===== src/rtl/regfile_pkg.sv =====
// Shared definitions for the register-file command sequencer: op codes,
// FSM states, default bank geometry and an index range helper.
package regfile_pkg;

  localparam int DEF_NREG = 8;
  localparam int DEF_DW   = 32;

  localparam logic [1:0] OP_NOP   = 2'b00;
  localparam logic [1:0] OP_READ  = 2'b01;
  localparam logic [1:0] OP_WRITE = 2'b10;
  localparam logic [1:0] OP_COPY  = 2'b11;

  typedef enum logic [2:0] {
    ST_IDLE,
    ST_WR,
    ST_RD,
    ST_CP_WR,
    ST_RSP
  } state_t;

  function automatic logic idx_ok(input int idx, input int nreg);
    return idx < nreg;
  endfunction

endpackage


===== src/rtl/regfile_rmux.sv =====
// Combinational NREG:1 read mux over the concatenated register output buses.
// Out-of-range indices read as zero.
module regfile_rmux
  import regfile_pkg::*;
#(
  parameter int NREG = DEF_NREG,
  parameter int AW   = 3,
  parameter int DW   = DEF_DW
) (
  input  logic [NREG*DW-1:0] rdata,
  input  logic [AW-1:0]      idx,
  output logic [DW-1:0]      dout
);

  logic [DW-1:0] slot [NREG];

  genvar gi;
  generate
    for (gi = 0; gi < NREG; gi++) begin : g_slot
      assign slot[gi] = rdata[gi*DW +: DW];
    end
  endgenerate

  always_comb begin
    dout = '0;
    for (int i = 0; i < NREG; i++) begin
      if (idx == AW'(i)) dout = slot[i];
    end
  end

endmodule


===== src/rtl/regfile_master.sv =====
// Command sequencer for the hold-register bank: issues one-hot write strobes,
// drives the shared write bus and returns READ/COPY values to the requester.
module regfile_master
  import regfile_pkg::*;
#(
  parameter int NREG = DEF_NREG,
  parameter int AW   = 3,
  parameter int DW   = DEF_DW
) (
  input  logic               clk,
  input  logic               rst,
  input  logic               cmd_valid,
  output logic               cmd_ready,
  input  logic [1:0]         cmd_op,
  input  logic [AW-1:0]      cmd_dst,
  input  logic [AW-1:0]      cmd_src,
  input  logic [DW-1:0]      cmd_data,
  output logic [NREG-1:0]    reg_rw,
  output logic [DW-1:0]      reg_wdata,
  input  logic [NREG*DW-1:0] reg_rdata,
  output logic               rsp_valid,
  input  logic               rsp_ready,
  output logic [DW-1:0]      rsp_data,
  output logic               err
);

  state_t        state_q, state_d;
  logic [AW-1:0] dst_q, dst_d;
  logic [AW-1:0] src_q, src_d;
  logic [DW-1:0] data_q, data_d;
  logic [DW-1:0] rsp_data_q, rsp_data_d;
  logic [DW-1:0] wdata_q, wdata_d;
  logic          err_q, err_d;
  logic          strobe;
  logic          accept;
  logic          src_ok, dst_ok;
  logic [DW-1:0] rd_val;

  regfile_rmux #(.NREG(NREG), .AW(AW), .DW(DW)) u_rmux (
    .rdata (reg_rdata),
    .idx   (src_q),
    .dout  (rd_val)
  );

  always_comb begin
    state_d    = state_q;
    dst_d      = dst_q;
    src_d      = src_q;
    data_d     = data_q;
    rsp_data_d = rsp_data_q;
    err_d      = 1'b0;
    strobe     = 1'b0;
    reg_wdata  = wdata_q;
    cmd_ready  = (state_q == ST_IDLE);
    accept     = cmd_valid && cmd_ready;
    src_ok     = idx_ok(int'(cmd_src), NREG);
    dst_ok     = idx_ok(int'(cmd_dst), NREG);

    case (state_q)
      ST_IDLE: begin
        if (accept) begin
          dst_d  = cmd_dst;
          src_d  = cmd_src;
          data_d = cmd_data;
          case (cmd_op)
            OP_READ:  if (src_ok) state_d = ST_RD;    else err_d = 1'b1;
            OP_WRITE: if (dst_ok) state_d = ST_WR;    else err_d = 1'b1;
            OP_COPY:  if (src_ok && dst_ok) state_d = ST_CP_WR; else err_d = 1'b1;
            default:  state_d = ST_IDLE;
          endcase
        end
      end
      ST_WR: begin
        strobe    = 1'b1;
        reg_wdata = data_q;
        state_d   = ST_IDLE;
      end
      ST_RD: begin
        rsp_data_d = rd_val;
        state_d    = ST_RSP;
      end
      ST_CP_WR: begin
        // Source value goes straight from the bank back onto the write bus.
        strobe     = 1'b1;
        reg_wdata  = rd_val;
        rsp_data_d = rd_val;
        state_d    = ST_RSP;
      end
      ST_RSP: begin
        if (rsp_ready) state_d = ST_IDLE;
      end
      default: state_d = ST_IDLE;
    endcase

    wdata_d = reg_wdata;
  end

  // Strobe is masked by reset so an aborted WR/CP_WR never reaches the bank.
  genvar gi;
  generate
    for (gi = 0; gi < NREG; gi++) begin : g_rw
      assign reg_rw[gi] = strobe && !rst && (dst_q == AW'(gi));
    end
  endgenerate

  assign rsp_valid = (state_q == ST_RSP);
  assign rsp_data  = rsp_data_q;
  assign err       = err_q;

  always_ff @(posedge clk) begin
    if (rst) begin
      state_q    <= ST_IDLE;
      dst_q      <= '0;
      src_q      <= '0;
      data_q     <= '0;
      rsp_data_q <= '0;
      wdata_q    <= '0;
      err_q      <= 1'b0;
    end else begin
      state_q    <= state_d;
      dst_q      <= dst_d;
      src_q      <= src_d;
      data_q     <= data_d;
      rsp_data_q <= rsp_data_d;
      wdata_q    <= wdata_d;
      err_q      <= err_d;
    end
  end

endmodule

===== config.mk =====
export PLATFORM = sky130hd
export DESIGN_NAME = regfile_master
export DESIGN_NICKNAME = d
export VERILOG_FILES = /design/src/rtl/regfile_pkg.sv /design/src/rtl/regfile_rmux.sv /design/src/rtl/regfile_master.sv
export SDC_FILE = /design/constraint.sdc
export NUM_CORES = 1
export LEC_CHECK = 0
export CELL_PAD_IN_SITES_DETAIL_PLACEMENT = 0
export CELL_PAD_IN_SITES_GLOBAL_PLACEMENT = 1
export CORE_UTILIZATION = 27
export CTS_CLUSTER_SIZE = 30
export DETAILED_ROUTE_END_ITERATION = 6
export GPL_TIMING_DRIVEN = 1
export PLACE_DENSITY_LB_ADDON = 0.1
export RECOVER_POWER = 50
export SKIP_CTS_REPAIR_TIMING = 1
export SKIP_LAST_GASP = 1
export SLEW_MARGIN = 20
export SYNTH_ARGS = -nofsm -noshare
export SYNTH_HDL_FRONTEND = slang
export SYNTH_SLANG_ARGS = --single-unit

===== constraint.sdc =====
create_clock -name clk -period 2.51 [get_ports clk]
set_clock_uncertainty 0.15 [all_clocks]
set_input_delay 0.3765 -clock clk [delete_from_list [all_inputs] [get_ports clk]]
set_output_delay 0.3765 -clock clk [all_outputs]
set_load 0.005 [all_outputs]

# --- Word-level counts from Yosys, hierarchy flattened ---
# Cells that the tools add are included.
op_classes:
  n_eq_ne: 23
  mux: 14
  n_reduce_logical: 18
op_table:
  columns: ["op", "n"]
  rows:
  - ["$mux 32", 8]
  - ["$pmux 32 s2", 1]
  - ["$eq 3x3->1 const B", 9]
  - ["$eq 3x2->1 const B", 6]
  - ["$logic_and 1x1->1", 10]
  - ["$eq 3x1->1 const B", 3]
  - ["$logic_not 3->1", 3]
  - ["$pmux 3 s3", 1]
  - ["$mux 3", 2]
  - ["$pmux 2 s3", 1]
  - ["$eq 2x2->1 const B", 2]
  - ["$ne 2x1->1 const B", 2]
  - ["$reduce_and 2->1", 2]
  - ["$reduce_or 2->1", 2]
  - ["$eq 2x1->1 const B", 1]
  - ["$logic_not 1->1", 1]
  - ["$mux 1", 1]
totals:
  register_bits: 105
  in_bits: 300
  out_inout_bits: 75

# --- Logic depth before layout (Yosys ltp) ---
depth:
  word_depth: 10
  mapped_depth: 9

# --- Modules after synthesis ---
# Synthesis repeated with hierarchy kept, for this count alone.
hier_totals:
  cells_unflattened: 924
  hier_area_um2: 6819.0
by_module_without_submodules:
  columns: ["module", "instances", "cells_each", "area_per_inst_um2", "seq_area_each_um2"]
  rows:
  - ["regfile_master", 1, 546, 4192.8, 2102.0]
  - ["regfile_rmux", 1, 378, 2626.3, 0.0]

# --- Worst setup path after synthesis ---
# No wires, ideal clock.
synth_path:
  kind: "reg-to-output"
  startpoint: "register src_q[0]"
  endpoint: "output reg_wdata[14]"
  arrival_time_ns: 1.610
  required_time_ns: 1.984
  slack_ns: 0.374
  path_stages_with_launch: 8
  path_cell_list: "dfxtp_1 buf_4 buf_6 mux4_2 mux2i_1 nand2_1 o211ai_1 nand2_1"
synth_via:
  elab_chain_len: 10
  elab_cells_between_ends: 17
  classes_between: "eq/ne (7); mux (9); reduce/logical (1)"
synth_lines:
  columns: ["element", "line_no", "source"]
  rows:
  - ["start: declaration", "regfile_master.sv:29", "logic [AW-1:0] src_q, src_d;"]
  - ["start signal: assignment", "regfile_master.sv:122", "src_q <= src_d;"]
  - ["$logic_not 3->1", "regfile_rmux.sv:27", "if (idx == AW'(i)) dout = slot[i];"]
  - ["$mux 32 (7 in series)", "regfile_rmux.sv:27", null]
  - ["$mux 32 *", "regfile_rmux.sv:27", null]
  - ["$pmux 32 s2 *", "regfile_master.sv:59", "case (state_q)"]
  - ["end: declaration", "regfile_master.sv:19", "output logic [DW-1:0] reg_wdata,"]
# Every way passes the cells marked *; elsewhere a longest branch is shown, timed or not.

# --- Final worst setup path ---
layout_path:
  startpoint: "register src_q[0]"
  endpoint: "output reg_wdata[3]"
# Same word-level chain as after synthesis.

==> results.ini <==
[outcome]
status = complete, but fails checks
violations = setup timing

[timing]
final_max_slew_viol_count = 0
finalCritPeriodShare_pct = 115
tightest_slew_ns = 0.893
hold_violations = 0
slew-limit-headroom_pct = 40.5
tns_ns = -7.98
setup_viol = 32
fmax_mhz = 346
rsz0062_at_grt = true
period_needed_ns = 2.89
worst_slack_ns = -0.382

[route]
vias = 6858
drt-total-wl_um = 28700
dr.pass1.iters = 4
wire_per_inst_um = 20.4
drtAntennaViolNets = 0
drtIter0Drc = 296
vias_per_cell = 4.87
wl_met2_um = 14900
top_layer_used = met5
wl_met1_um = 11300
drc_errors = 0
routed-wl-met3_um = 2080

[pwr]
total_power_mw = 4.76
irDropWorstVdd_mv = 0.376
p_leak_nw = 4.57
p_per_area_mw_per_mm2 = 416

[placement]
dpl_cell_area_mm2 = 0.0106
dp_hpwl_um = 22300
pre_cts_ws_ns = -0.548
gp_congestion = 0.936
io_buffers = 373

[floorplanning]
die_width_um = 154
io_pins = 375
core_mm2 = 0.0226
start_util_pct = 27.5
die-area_mm2 = 0.0236
row_count = 55
chipHeight_um = 154

[synthesis]
synth_top_cell_by_area = dfxtp_1
synth_warnings = 0
synth_mux_area_share_pct = 25.4
synthFlopType = dfxtp_1
async_reset_ff_share_pct = 0
syn_inst = 690
syn_avg_cell_area_um2 = 8.99
synthTopCellsByArea = dfxtp_1, mux4_2, nand2_1, mux2i_1, a21oi_1
synth-compound-area-share_pct = 17.4
syn_area_mm2 = 0.00620
synth_top_family_by_area = multiplexers
synth_fa_ha_area_share_pct = 0
yosys.area_share.simple_pct = 17.1
yosysSeqAreaShare_pct = 33.9
ys_ff_latch = 105
synth.distinct_cells = 34
synth_edf_count = 0
synth_top_area_share_pct = 33.9
syn_nets = 990
synth-xor-area-share_pct = 0

[setup_path]
critPathBufInv = 5
rr_startpoint = src_q[0]
cp_max_fo = 5
cp.required_ns = 1.98
cp_cell_sequence = buf_12 > buf_12 > buf_8 > mux4_2 > mux2i_2 > buf_4 > nand2_2 > o211ai_1 > nand2_1 > buf_2
r2r_setup_slack_ns = 0.21
r2r_end = wdata_q[16]
critical_path.most_common_cell = buf_12
worstPathArrival_ns = 2.37
critPathLaunchType = flip-flop
endpoint_kind = output pin
reg2reg_depth = 10
crit_slowest_cell = mux4_2
crit_path_max_incr_delay_ns = 0.50
critPathKind = reg -> out
critPathTopFamily = multiplexers

[finish]
drive_gt1_share_pct = 22.0
layout.nets = 1417
diodes = 0
final_common_cell = clkdlybuf4s50_1
final_cell_mix = clkdlybuf4s50_1, nand2_1, dfxtp_1, a21oi_1, buf_4
synthToLayoutAreaGrowth_pct = 84.7
fill_cells = 2160
design_area_mm2 = 0.0115

[grt]
grt_max_degree = 66
grt.overflow.total = 0
grt_pass1_vias = 6715
gr-usage-all-layers_pct = 23.0
antenna_found_initial = 3
grt_pass1_wl_um = 40400

[cts]
cts_max_path_buffers = 2
worstSkewPairLatency_ns = 0.34
cts_root_buffer = clkbuf_16
cts_max_level = 3
cts_tree = built
cts.sinks = 105
cts-buffers-inserted = 9
clkTransAtPathRegs_ns = 0.07

[hold_path]
holdCritPathClass = reg -> reg
worstHoldPathCells = 2
hold_end = data_q[21]
hold_start = data_q[21]

[job]
maxCapViolCount = 0

tightest hold or removal path, stage by stage, from the launching register on:
cell and delay (ns):
dfxtp_1 0.31, nand2_1 0.05, a21oi_1 0.05
flip-flops by register name, summed over array words and instances, names as in the netlist:
register  count
dst_q         3
src_q         3
rsp_data     32
state_q       3
wdata_q      32
data_q       32
cell families (layout without fill, tap and decap cells):
family / after synthesis / count (layout)
AOI/OAI and AO/OA: 169 / 169
muxes: 95 / 95
other: 1 / 1
DFF: 105 / 105
and+or+nand+nor: 252 / 252
buffers and inverters: 68 / 500
synth_stat cells (5+ instances only):
library cell / number
nand2_1: 159
dfxtp_1: 105
a21oi_1: 81
mux4_2: 50
mux2i_1: 45
nor2_1: 43
clkbuf_1: 39
a211oi_1: 32
o211ai_1: 28
buf_6: 11
nand2b_1: 11
nand3_1: 11
nor3_1: 9
buf_2: 8
a21o_1: 5
a31oi_1: 5
and3_1: 5
buf_4: 5
o221ai_1: 5
o2bb2ai_1: 5
metrics by stage:
stage	hold slack [ns]	util, %	cells
after floorplan	0.282	-	690
after global placement	0.289	46.9	1355
after detailed placement	0.295	46.9	1355
after CTS	0.305	48.1	1371
after global routing	0.324	50.7	1407
final	0.300	50.7	1407
where the power goes:
part,switching [mW],internal (mW)
Combinational,0.621,1.01
Clock,0.661,0.683
Sequential,0.0462,1.75
Total,1.33,3.43
layout make-up:
type | instances | area, um^2 | area share (%)
flip-flops and latches | 105 | 2110 | 18.5
clock inverters | 5 | 40.0 | 0.350
repair buffers | 481 | 4760 | 41.6
clock buffers | 11 | 233 | 2.03
multi-input cells | 517 | 3940 | 34.4
inverters | 3 | 11.3 | 0.0983
well taps | 285 | 357 | 3.11
worst max-delay path by stage:
stage,startpoint,slack [ns],depth (start not counted),end
2_1_floorplan,src_q[0],0.37,7,reg_wdata[14]
6_report,src_q[0],-0.38,10,reg_wdata[3]
4_1_cts,src_q[0],-0.93,8,reg_wdata[7]
3_3_place_gp,reg_rdata[231],-0.54,8,reg_wdata[7]
3_5_place_dp,reg_rdata[231],-0.55,8,reg_wdata[7]
5_1_grt,src_q[0],-0.47,10,reg_wdata[23]
per-layer routing:
metal | GRT usage, % | vias up
li1 | - | 3353
met1 | 26.1 | 3232
met2 | 42.3 | 239
met3 | 7.16 | 28
met4 | 3.95 | 6
met5 | 0 | -
Power figures use the tool's default switching activity.
